<file path="src/rtl/cpu_seq.sv">
// Control sequencer for a small accumulator CPU: fetch/decode/execute FSM with bounded memory waits.
// Optional stack instructions (push/pop) are built only when CPU_SEQ_STACK_EN is defined.
module cpu_seq #(
    parameter int MEM_TIMEOUT = 15
) (
    input  logic        clk,
    input  logic        rst_n,
    input  logic        run,
    input  logic [17:0] op,
    input  logic        zf,
    input  logic        bf,
    input  logic        mem_rdy,
    output logic        pc_oe,
    output logic        mar_ld,
    output logic        mem_rd,
    output logic        mem_wr,
    output logic        iir,
    output logic        eir,
    output logic        pc_inc,
    output logic        pc_ld,
    output logic        acc_ld,
    output logic        flags_ld,
    output logic        sp_inc,
    output logic        sp_dec,
    output logic        sp_oe,
    output logic [3:0]  alu_op,
    output logic [2:0]  state,
    output logic        illegal_op,
    output logic        mem_err
);

    localparam int CNT_W = (MEM_TIMEOUT < 1) ? 1 : $clog2(MEM_TIMEOUT + 1);
    localparam logic [CNT_W-1:0] CNT_LIMIT = CNT_W'(MEM_TIMEOUT);
    localparam logic [CNT_W-1:0] CNT_ONE   = CNT_W'(1);

    localparam logic [3:0] ALU_PASSB = 4'd0;
    localparam logic [3:0] ALU_SHL   = 4'd1;
    localparam logic [3:0] ALU_ADD   = 4'd2;
    localparam logic [3:0] ALU_SUB   = 4'd3;
    localparam logic [3:0] ALU_XOR   = 4'd4;
    localparam logic [3:0] ALU_OR    = 4'd5;
    localparam logic [3:0] ALU_AND   = 4'd6;
    localparam logic [3:0] ALU_SHR   = 4'd7;
    localparam logic [3:0] ALU_NOT   = 4'd8;

    typedef enum logic [2:0] {
        S_IDLE   = 3'd0,
        S_FETCH  = 3'd1,
        S_LOADIR = 3'd2,
        S_DECODE = 3'd3,
        S_EXEC   = 3'd4,
        S_MEM    = 3'd5,
        S_WB     = 3'd6
    } state_t;

    // Kind of data access in flight, captured in EXEC so MEM does not depend on op
    typedef enum logic [1:0] {
        K_LD   = 2'd0,
        K_ST   = 2'd1,
        K_PUSH = 2'd2,
        K_POP  = 2'd3
    } kind_t;

    state_t          state_reg, state_next;
    logic [CNT_W-1:0] cnt_reg, cnt_next;
    kind_t           kind_reg, kind_next;

`ifdef CPU_SEQ_STACK_EN
    logic addr_ph_reg, addr_ph_next;
    logic sp_inc_c, sp_dec_c, sp_oe_c;
`endif

    // One-hot op vector -> bit index
    logic [4:0] idx_term [18];
    logic [4:0] op_idx;
    logic       op_onehot;
    logic       op_legal;

    generate
        for (genvar gi = 0; gi < 18; gi++) begin : g_idx
            assign idx_term[gi] = op[gi] ? 5'(gi) : 5'd0;
        end
    endgenerate

    always_comb begin
        op_idx = 5'd0;
        for (int i = 0; i < 18; i++) begin
            op_idx = op_idx | idx_term[i];
        end
    end

    assign op_onehot = (op != 18'd0) && ((op & (op - 18'd1)) == 18'd0);

`ifdef CPU_SEQ_STACK_EN
    assign op_legal = op_onehot;
`else
    assign op_legal = op_onehot && !op[16] && !op[17];
`endif

    always_ff @(posedge clk) begin
        if (!rst_n) begin
            state_reg <= S_IDLE;
            cnt_reg   <= '0;
            kind_reg  <= K_LD;
`ifdef CPU_SEQ_STACK_EN
            addr_ph_reg <= 1'b0;
`endif
        end else begin
            state_reg <= state_next;
            cnt_reg   <= cnt_next;
            kind_reg  <= kind_next;
`ifdef CPU_SEQ_STACK_EN
            addr_ph_reg <= addr_ph_next;
`endif
        end
    end

    always_comb begin
        state_next = state_reg;
        cnt_next   = cnt_reg;
        kind_next  = kind_reg;
        pc_oe      = 1'b0;
        mar_ld     = 1'b0;
        mem_rd     = 1'b0;
        mem_wr     = 1'b0;
        iir        = 1'b0;
        eir        = 1'b0;
        pc_inc     = 1'b0;
        pc_ld      = 1'b0;
        acc_ld     = 1'b0;
        flags_ld   = 1'b0;
        alu_op     = ALU_PASSB;
        illegal_op = 1'b0;
        mem_err    = 1'b0;
`ifdef CPU_SEQ_STACK_EN
        addr_ph_next = addr_ph_reg;
        sp_inc_c     = 1'b0;
        sp_dec_c     = 1'b0;
        sp_oe_c      = 1'b0;
`endif

        case (state_reg)
            S_IDLE: begin
                if (run) state_next = S_FETCH;
            end

            S_FETCH: begin
                pc_oe      = 1'b1;
                mar_ld     = 1'b1;
                cnt_next   = '0;
                state_next = S_LOADIR;
            end

            // mem_rdy on the limit cycle still wins over the timeout
            S_LOADIR: begin
                if (mem_rdy) begin
                    mem_rd     = 1'b1;
                    iir        = 1'b1;
                    pc_inc     = 1'b1;
                    state_next = S_DECODE;
                end else if (cnt_reg == CNT_LIMIT) begin
                    mem_err    = 1'b1;
                    cnt_next   = '0;
                    state_next = S_IDLE;
                end else begin
                    mem_rd   = 1'b1;
                    cnt_next = cnt_reg + CNT_ONE;
                end
            end

            S_DECODE: begin
                state_next = S_EXEC;
            end

            S_EXEC: begin
                state_next = S_FETCH;
                cnt_next   = '0;
                if (!op_legal) begin
                    illegal_op = 1'b1;
                end else begin
                    case (op_idx)
                        5'd1: begin
                            eir        = 1'b1;
                            mar_ld     = 1'b1;
                            kind_next  = K_LD;
                            state_next = S_MEM;
                        end
                        5'd2: begin
                            eir    = 1'b1;
                            acc_ld = 1'b1;
                        end
                        5'd3: begin
                            alu_op   = ALU_SUB;
                            flags_ld = 1'b1;
                        end
                        5'd4: begin
                            eir        = 1'b1;
                            mar_ld     = 1'b1;
                            kind_next  = K_ST;
                            state_next = S_MEM;
                        end
                        5'd5:  begin alu_op = ALU_SHL; acc_ld = 1'b1; flags_ld = 1'b1; end
                        5'd6:  begin alu_op = ALU_ADD; acc_ld = 1'b1; flags_ld = 1'b1; end
                        5'd7:  begin alu_op = ALU_SUB; acc_ld = 1'b1; flags_ld = 1'b1; end
                        5'd8:  begin eir = 1'b1; pc_ld = zf; end
                        5'd9:  begin eir = 1'b1; pc_ld = bf; end
                        5'd10: begin eir = 1'b1; pc_ld = 1'b1; end
                        5'd11: begin alu_op = ALU_XOR; acc_ld = 1'b1; flags_ld = 1'b1; end
                        5'd12: begin alu_op = ALU_OR;  acc_ld = 1'b1; flags_ld = 1'b1; end
                        5'd13: begin alu_op = ALU_AND; acc_ld = 1'b1; flags_ld = 1'b1; end
                        5'd14: begin alu_op = ALU_SHR; acc_ld = 1'b1; flags_ld = 1'b1; end
                        5'd15: begin alu_op = ALU_NOT; acc_ld = 1'b1; flags_ld = 1'b1; end
`ifdef CPU_SEQ_STACK_EN
                        5'd16: begin
                            sp_dec_c     = 1'b1;
                            kind_next    = K_PUSH;
                            addr_ph_next = 1'b1;
                            state_next   = S_MEM;
                        end
                        5'd17: begin
                            sp_oe_c    = 1'b1;
                            mar_ld     = 1'b1;
                            kind_next  = K_POP;
                            state_next = S_MEM;
                        end
`endif
                        default: ;
                    endcase
                end
            end

            S_MEM: begin
`ifdef CPU_SEQ_STACK_EN
                // push spends its first MEM cycle latching the decremented SP into MAR
                if (addr_ph_reg) begin
                    sp_oe_c      = 1'b1;
                    mar_ld       = 1'b1;
                    addr_ph_next = 1'b0;
                    cnt_next     = '0;
                end else
`endif
                if (mem_rdy) begin
                    mem_rd = (kind_reg == K_LD) || (kind_reg == K_POP);
                    mem_wr = (kind_reg == K_ST) || (kind_reg == K_PUSH);
`ifdef CPU_SEQ_STACK_EN
                    sp_inc_c = (kind_reg == K_POP);
`endif
                    cnt_next   = '0;
                    state_next = ((kind_reg == K_LD) || (kind_reg == K_POP)) ? S_WB : S_FETCH;
                end else if (cnt_reg == CNT_LIMIT) begin
                    mem_err    = 1'b1;
                    cnt_next   = '0;
                    state_next = S_IDLE;
                end else begin
                    mem_rd   = (kind_reg == K_LD) || (kind_reg == K_POP);
                    mem_wr   = (kind_reg == K_ST) || (kind_reg == K_PUSH);
                    cnt_next = cnt_reg + CNT_ONE;
                end
            end

            S_WB: begin
                acc_ld     = 1'b1;
                state_next = S_FETCH;
            end

            default: begin
                state_next = S_IDLE;
            end
        endcase
    end

`ifdef CPU_SEQ_STACK_EN
    assign sp_inc = sp_inc_c;
    assign sp_dec = sp_dec_c;
    assign sp_oe  = sp_oe_c;
`else
    assign sp_inc = 1'b0;
    assign sp_dec = 1'b0;
    assign sp_oe  = 1'b0;
`endif

    assign state = state_reg;

endmodule

</file>
<file path="config.mk">
export PLATFORM = sky130hd
export DESIGN_NAME = cpu_seq
export DESIGN_NICKNAME = d
export VERILOG_FILES = /design/src/rtl/cpu_seq.sv
export SDC_FILE = /design/constraint.sdc
export NUM_CORES = 1
export LEC_CHECK = 0
export ABC_AREA = 1
export CORE_MARGIN = 2
export CORE_UTILIZATION = 45
export CTS_CLUSTER_SIZE = 40
export DETAILED_ROUTE_END_ITERATION = 12
export PLACE_DENSITY = 0.89
export SLEW_MARGIN = 20
export SYNTH_ARGS = -nofsm -noshare
export SYNTH_HDL_FRONTEND = slang
export SYNTH_SLANG_ARGS = --single-unit
</file>
<file path="constraint.sdc">
create_clock -name clk -period 2.41 [get_ports clk]
set_input_delay 0.482 -clock clk [delete_from_list [all_inputs] [get_ports clk]]
set_output_delay 0.482 -clock clk [all_outputs]
set_load 0.02 [all_outputs]
</file>
==> impl_summary.txt <==
----------------------------------------------------
[Outcome]
  Status ... complete, but fails checks
  Violations in the final reports ... setup timing

[Power and ir drop]
  Pwr dens ... 240 nW/µm²
  Worst-case vdd ir drop ... 403 µV
  Static Leakage ... 1.18 nW

[Critical path]
  Sort of element at the end of the critical path ... output pin
  Worst path buffer plus inverter count ... 3
  Crit-path max FO ... 5
  Cell breakdown of the critical path ... buf_4 -> nor2_4 -> nand2_4 -> nor2_4 -> nand2_1 -> nand2_1 -> nand2_2 -> inv_2 -> nand2_2 -> nor2_4 -> nand2_4 -> nor2_4 -> o21ai_4 -> nor2_1 -> buf_4
  Required time reported for the critical path endpoint ... 1.93 ns
  Delay contributed by the slowest stage of the critical path ... 0.18 ns
  Library cell contributing the largest single delay on the critical path ... sky130_fd_sc_hd__nor2_4
  Kind of cell adding the most delay to the critical path ... simple AND/OR/NAND/NOR gates
  Type of origin of the critical path ... input port
  Type of the worst setup path ... in -> out
  Critical path data arrival time ... 2.14 ns
  Most frequent CP cell ... sky130_fd_sc_hd__nor2_4

[Yosys]
  Post-synthesis register bit count ... 8
  Synth top area cells ... sky130_fd_sc_hd__nand2_1 16%, sky130_fd_sc_hd__dfxtp_1 13%, sky130_fd_sc_hd__inv_1 12%
  Count of cell types in the netlist ... 29
  Syn. warnings ... 0
  Mean area per synthesized cell ... 5.32 µm²
  Top post-synthesis cells by count ... 54 x sky130_fd_sc_hd__nand2_1, 40 x sky130_fd_sc_hd__inv_1, 37 x sky130_fd_sc_hd__nor2_1
  Sequential share of the synthesized area ... 12.9%
  Most area-hungry cell type in the Yosys netlist ... sky130_fd_sc_hd__nand2_1
  Post-Syn Area ... 1240 µm²
  EDFF count, synth ... 0
  Synthesized instance count ... 233
  Dominant synthesized flop cell ... sky130_fd_sc_hd__dfxtp_1
  Share of the synthesized area in the top cell type ... 16.3%
  Cell with the most instances after synthesis ... sky130_fd_sc_hd__nand2_1
  Share of synthesized registers carrying an async set or reset ... 0%

[CTS]
  Clock tree from TritonCTS ... yes
  CTS clock-pin slew for the worst setup and hold paths ... 0.05 ns
  Clock root buffer master ... sky130_fd_sc_hd__clkbuf_4
  Maximum level of the CTS H-tree ... 1
  Largest buffer count on any clock path ... 2
  TritonCTS Sinks ... 8
  Inserted Clock Buffers ... 3
  Worst-skew pair later-pin latency ... 0.27 ns

[Finish]
  Count of inserted antenna diode cells ... 0
  Utilization after layout ... 86.9%
  Number of standard cells in the final layout excluding fillers ... 359
  Synthesis-to-finish area growth ... 88.2%
  Fin area ... 2330 µm²
  Fill cell instance count of the final layout ... 136
  Share of layout cells above drive strength 1 ... 50.0%
  Net total in the final layout ... 355
  Max FFs per register ... 4

[Floorplanning]
  Io pins ... 46
  Number of core rows ... 19
  Total core area ... 2690 µm²
  X dimension of the die ... 56.5 µm
  Die footprint ... 3190 µm²
  Die Ht ... 56.5 µm
  Effective utilization at floorplan ... 46.2%

[STA]
  Slew headroom ... 57.6%
  Setup repair after global routing missed its margin ... true
  Final setup violation count ... 10
  Time the worst path needs with I/O delays and setup ... 2.62 ns
  Hold violation total from the final report ... 0
  Post-Route Skew ... 0.0123 ns
  Fin crit share ... 109%
  Max frequency ... 382 MHz
  Worst Tran Pin Value ... 0.629 ns
  Post-route setup slack ... -0.209 ns
  Number of pins with negative max-slew slack in the final report ... 0

[Placed design]
  DP Worst Slack ... -0.858 ns
  Routability congestion estimate from global placement ... 0.891
  Area of placed instances ... 1910 µm²
  Number of port buffers ... 42
  Post-Place Cells ... 335
  Final HPWL DP ... 3.00 mm

[Route]
  Routed met2 length ... 3.19 mm
  Routed wire length per instance ... 18.5 µm
  1st-iter DRT viols ... 227
  Via-per-instance ratio ... 6.05
  First drt pass iteration count ... 6
  Routed length on met3 ... 564 µm
  Antenna violation net count after detailed routing ... 0
  Overall via count from detail_route ... 2172
  Detailed-route DRC error count ... 0
  Post-route met1 wirelength ... 2.20 mm
  Highest layer used for signal routing ... met4
  Wire length after detailed routing ... 6.66 mm

[Job]
  Max-capacitance violation count ... 0

[Worst hold path]
  Type of the most critical hold path ... reg -> reg

[Global routing]
  Via count of the first global-routing pass ... 1903
  Global-route total usage across every layer ... 32.8%
  Global-route congestion overflow total ... 0
  Largest net degree at the start of global routing ... 9
  Number of antenna violations at the first check in global routing ... 0
  Wire length of the first global-routing pass ... 8.31 mm

----------------------------------------------------
-- final timing paths --
| path | start | end | slack, ns | cells past startpoint |
|---|---|---|---|---|
| worst min-delay path | cnt_reg[0] | cnt_reg[0] | 0.48 | 1 |
| worst max register to register | state[1] | cnt_reg[0] | 0.55 | 5 |
| worst min register to register | cnt_reg[0] | cnt_reg[0] | 0.48 | 1 |
| worst max-delay path | op[7] | alu_op[0] | -0.21 | 15 |
-- report_power, final --
part	switching (W)	total [W]	internal, W	leakage [nW]
clock network	0.0000566	0.000114	0.0000576	0.0138
registers	0.0000155	0.000159	0.000143	0.0656
logic	0.000167	0.000288	0.000121	1.10
-- stage by stage --
step | TNS (ns) | power (W) | hold WS (ns)
6_report | -1.59 | 0.000561 | 0.478
3_5_place_dp | -8.06 | 0.000381 | 0.476
5_1_grt | -2.55 | 0.000583 | 0.502
3_3_place_gp | -7.91 | 0.000376 | 0.455
2_1_floorplan | 0 | 0.000270 | 0.444
4_1_cts | -0.0326 | 0.000499 | 0.484
-- placed cells by master, fill, tap and decap left out, types with 2 or more instances in the layout --
master                            netlist  final
sky130_fd_sc_hd__a21oi_1               17     14
sky130_fd_sc_hd__a21oi_2                0      3
sky130_fd_sc_hd__buf_2                  0      9
sky130_fd_sc_hd__buf_4                  4     51
sky130_fd_sc_hd__buf_6                  0     17
sky130_fd_sc_hd__buf_8                  0      2
sky130_fd_sc_hd__clkbuf_4               0      3
sky130_fd_sc_hd__clkdlybuf4s50_1        0     10
sky130_fd_sc_hd__conb_1                 1      3
sky130_fd_sc_hd__dfxtp_1                8      7
sky130_fd_sc_hd__dlygate4sd2_1          0      3
sky130_fd_sc_hd__inv_1                 40     31
sky130_fd_sc_hd__inv_2                  2     11
sky130_fd_sc_hd__nand2_1               54     41
sky130_fd_sc_hd__nand2_2                3     13
sky130_fd_sc_hd__nand2_4                3      6
sky130_fd_sc_hd__nand3_1               19     12
sky130_fd_sc_hd__nand3_2                0      6
sky130_fd_sc_hd__nand4_1                4      4
sky130_fd_sc_hd__nor2_1                37     17
sky130_fd_sc_hd__nor2_2                 4     12
sky130_fd_sc_hd__nor2_4                 7     19
sky130_fd_sc_hd__nor3_1                 8      5
sky130_fd_sc_hd__nor3_4                 0      2
sky130_fd_sc_hd__o21ai_0                8      6
sky130_fd_sc_hd__o21ai_2                1      3
-- routing by layer --
metal | vias to the layer above | GRT usage (%)
met1 | 958 | 34.6
met5 | - | 0
li1 | 919 | -
met3 | 92 | 5.30
met4 | 0 | 17.7
met2 | 203 | 60.8
-- worst reg2reg max path, cell delays in order, from the launching register on --
cell and delay [ns]:
sky130_fd_sc_hd__dfxtp_1 0.41, sky130_fd_sc_hd__inv_1 0.20, sky130_fd_sc_hd__nand3_1 0.21, sky130_fd_sc_hd__o21ai_0 0.57, sky130_fd_sc_hd__a31oi_1 0.17, sky130_fd_sc_hd__a211oi_1 0.19
-- cell families (layout without fill, tap and decap cells) --
logic type / after synthesis / after routing / synth area share [%]
adders and majority gates: 1 / 1 / 1.01
xor gates and xnor gates: 1 / 1 / 0.706
buffers and inverters: 47 / 140 / 15.4
and+or+nand+nor: 140 / 140 / 53.7
AOI/OAI and AO/OA: 35 / 35 / 15.9
other: 1 / 3 / 0.302
DFF: 8 / 8 / 12.9
-- final cells by class --
class	count	area (µm²)	area share, %
multi-input combinational	180	1150	49.4
timing repair buffer	94	793	34.0
inverter	43	164	7.02
sequential	8	161	6.92
clock buffer	3	22.5	0.965
tap	31	38.8	1.66
-- what timing repair did --
item	CTS	global route
setup endpoints to repair	13	14
gates resized for setup	173	64
hold buffers	0	0
setup buffers	10	11
pin swaps	41	30
No activity file was read; power rests on OpenSTA's default activity.
==> RTL change, RTL diff (same flow settings) <==
Set the parameter `MEM_TIMEOUT` to 16 (it was 15).
--- a/src/rtl/cpu_seq.sv
+++ b/src/rtl/cpu_seq.sv
@@ -3,3 +3,3 @@
 module cpu_seq #(
-    parameter int MEM_TIMEOUT = 15
+    parameter int MEM_TIMEOUT = 16
 ) (
Behaviour: no difference found for any inputs over 10 cycles, from zero or initial values and one cycle with rst_n low; that may be too few to reach the edited logic, so the function may still have changed.
==> RTL change against the unedited design <==
The run still ends with setup timing left; clock skew fell by 0.0040 ns; worst setup slack worse by 0.21 ns; routed wire length up 32%; critical path type unchanged; cell area increased by 11%; area after synthesis increased by 4.9%; synthesized cell count up 8.6%; highest routed layer unchanged; sequential cell count rose by 1; count of clock-buffer cells in the layout is 1 higher; power increased by 14%; combinational power grew 17%; critical path depth stayed put; sequential share of layout area increased by 0.11 points.
==> RTL change: results (changes against the unedited design) <==
outcome: finished with violations
failing checks: setup timing
Post-synth top cells: nand2_1 (63), nor2_1 (54), inv_1 (36)
worst skew pair latency: 0.28 ns
cell count of the worst reg-to-reg path: 11 (+6)
Top Metal Used: met4
clk root buf: clkbuf_4
routed length per instance: 22.7 µm (+22%)
Max clock buf depth: 2 (unchanged)
unique cell type count in the Yosys netlist: 29 (unchanged)
setup TNS: -3.72 ns (-2.13 ns)
Yosys warning count: 0 (unchanged)
Met3 Wirelength: 1230 µm (+120%)
Setup WS pre-CTS: -0.980 ns (-0.122 ns)
largest net degree at the start of global routing: 11 (+2)
1st-iter DRT viols: 461 (+100%)
Max H-tree Level: 1 (unchanged)
slowest stage delay, CP: 0.20 ns (+0.02 ns)
M1 WL: 2760 µm (+26%)
Final setup viols: 12 (+2)
Final Skew: 0.00831 ns (-0.00396 ns)
diode count: 0 (unchanged)
via count: 2,602 (+20%)
CP max FO: 5 (unchanged)
Setup crit end: alu_op[1]
Primary FF master, synth: dfxtp_1
gr usage total: 38.7% (+5.9 points)
peak supply drop: 0.428 mV (+6.2%)
Slowest-stage cell, CP: nor2_4
final RePlAce weighted congestion: 0.939 (+5.4%)
antenna violations before repair: 0 (unchanged)
sequential area share after synthesis: 13.8% (+0.93 points)
CP arrival: 2.35 ns (+0.21 ns)
met2 WL: 3720 µm (+17%)
LEAKAGE: 1.24 nW (+5.8%)
drt pass-1 iters: 11 (+5)
count leader, synth: nand2_1
Crit. Startpoint: op[1]
Nets: 383 (+7.9%)
setup ws final: -0.422 ns (-0.212 ns)
Placed Area: 2050 µm² (+7.3%)
Area contributors post-synth: nand2_1 (18%), nor2_1 (16%), dfxtp_1 (14%), inv_1 (10%), nand3_1 (7.3%)
IO Port Bufs: 42 (unchanged)
Gate Count Post-Synth: 253 (+8.6%)
layout cells sized above 1: 48.3% (-1.7 points)
Inserted Clock Buffers: 3 (unchanged)
Clk pin slew, worst setup/hold paths: 0.08 ns (+0.03 ns)
class of the worst hold path: flop to flop
reg-to-reg endpoint: cnt_reg[3]$_SDFFE_PN0P_
first-pass GRT wire length: 10,100 µm (+21%)
dpl hpwl: 3410 µm (+14%)
vias in the first global route: 2,247 (+18%)
top cell family by delay on the critical path: simple AND/OR/NAND/NOR gates
Worst R2R Start: state[2]$_SDFFE_PN0P_
register-to-register setup slack: 0.18 ns (-0.37 ns)
# placed instances: 365 (+9.0%)
Largest register FFs: 5 (+1)
Final Routed Wirelength: 8780 µm (+32%)
Async SR Flop Fraction: 0% (unchanged)
-- RTL change: worst min-delay path by stage --
stage / to / startpoint / cells after the start / slack [ns]
floorplan: cnt_reg[4]$_SDFFE_PN0P_ / cnt_reg[4]$_SDFFE_PN0P_ / 1 / 0.43
global placement: cnt_reg[4]$_SDFFE_PN0P_ / cnt_reg[4]$_SDFFE_PN0P_ / 1 / 0.45
detailed placement: cnt_reg[4]$_SDFFE_PN0P_ / cnt_reg[4]$_SDFFE_PN0P_ / 1 / 0.46
CTS: cnt_reg[4]$_SDFFE_PN0P_ / cnt_reg[4]$_SDFFE_PN0P_ / 1 / 0.48
global route: cnt_reg[4]$_SDFFE_PN0P_ / cnt_reg[4]$_SDFFE_PN0P_ / 1 / 0.53
finish: cnt_reg[4]$_SDFFE_PN0P_ / cnt_reg[4]$_SDFFE_PN0P_ / 1 / 0.53
-- RTL change: where the power goes --
part	internal [mW]	switching, mW	total, mW
clock	0.0642	0.0660	0.130
sequential	0.157	0.0150	0.172
combinational	0.138	0.199	0.337
-- RTL change: logic make-up (layout without fill, tap and decap cells) --
logic type | count (synthesis) | count (layout) | synth area share (%)
flops | 9 | 9 | 13.8
fa+ha+maj | 2 | 2 | 1.92
simple gates | 162 | 162 | 54.5
compound gates | 36 | 36 | 15.8
other cells | 1 | 3 | 0.288
buf+inv | 43 | 144 | 13.7
-- RTL change: metal layers --
layer	vias to the layer above	global-route usage, %
met1	1139	42.0
met4	0	21.3
met2	330	69.3
met5	-	0
met3	133	8.04
li1	1000	-
-- RTL change: repair_timing --
item | 4_1_cts | 5_1_grt
setup buffers | 14 | 4
gates resized for setup | 192 | 75
endpoints found under the setup margin | 15 | 13
pin swaps | 42 | 45
-- RTL change: final cells by class --
type	count	area, µm²
multi-input cells	203	1280
repair buffers	102	913
flip-flops and latches	9	181
fillers	87	175
inverters	38	143
well taps	31	38.8
clock buffers	4	26.3
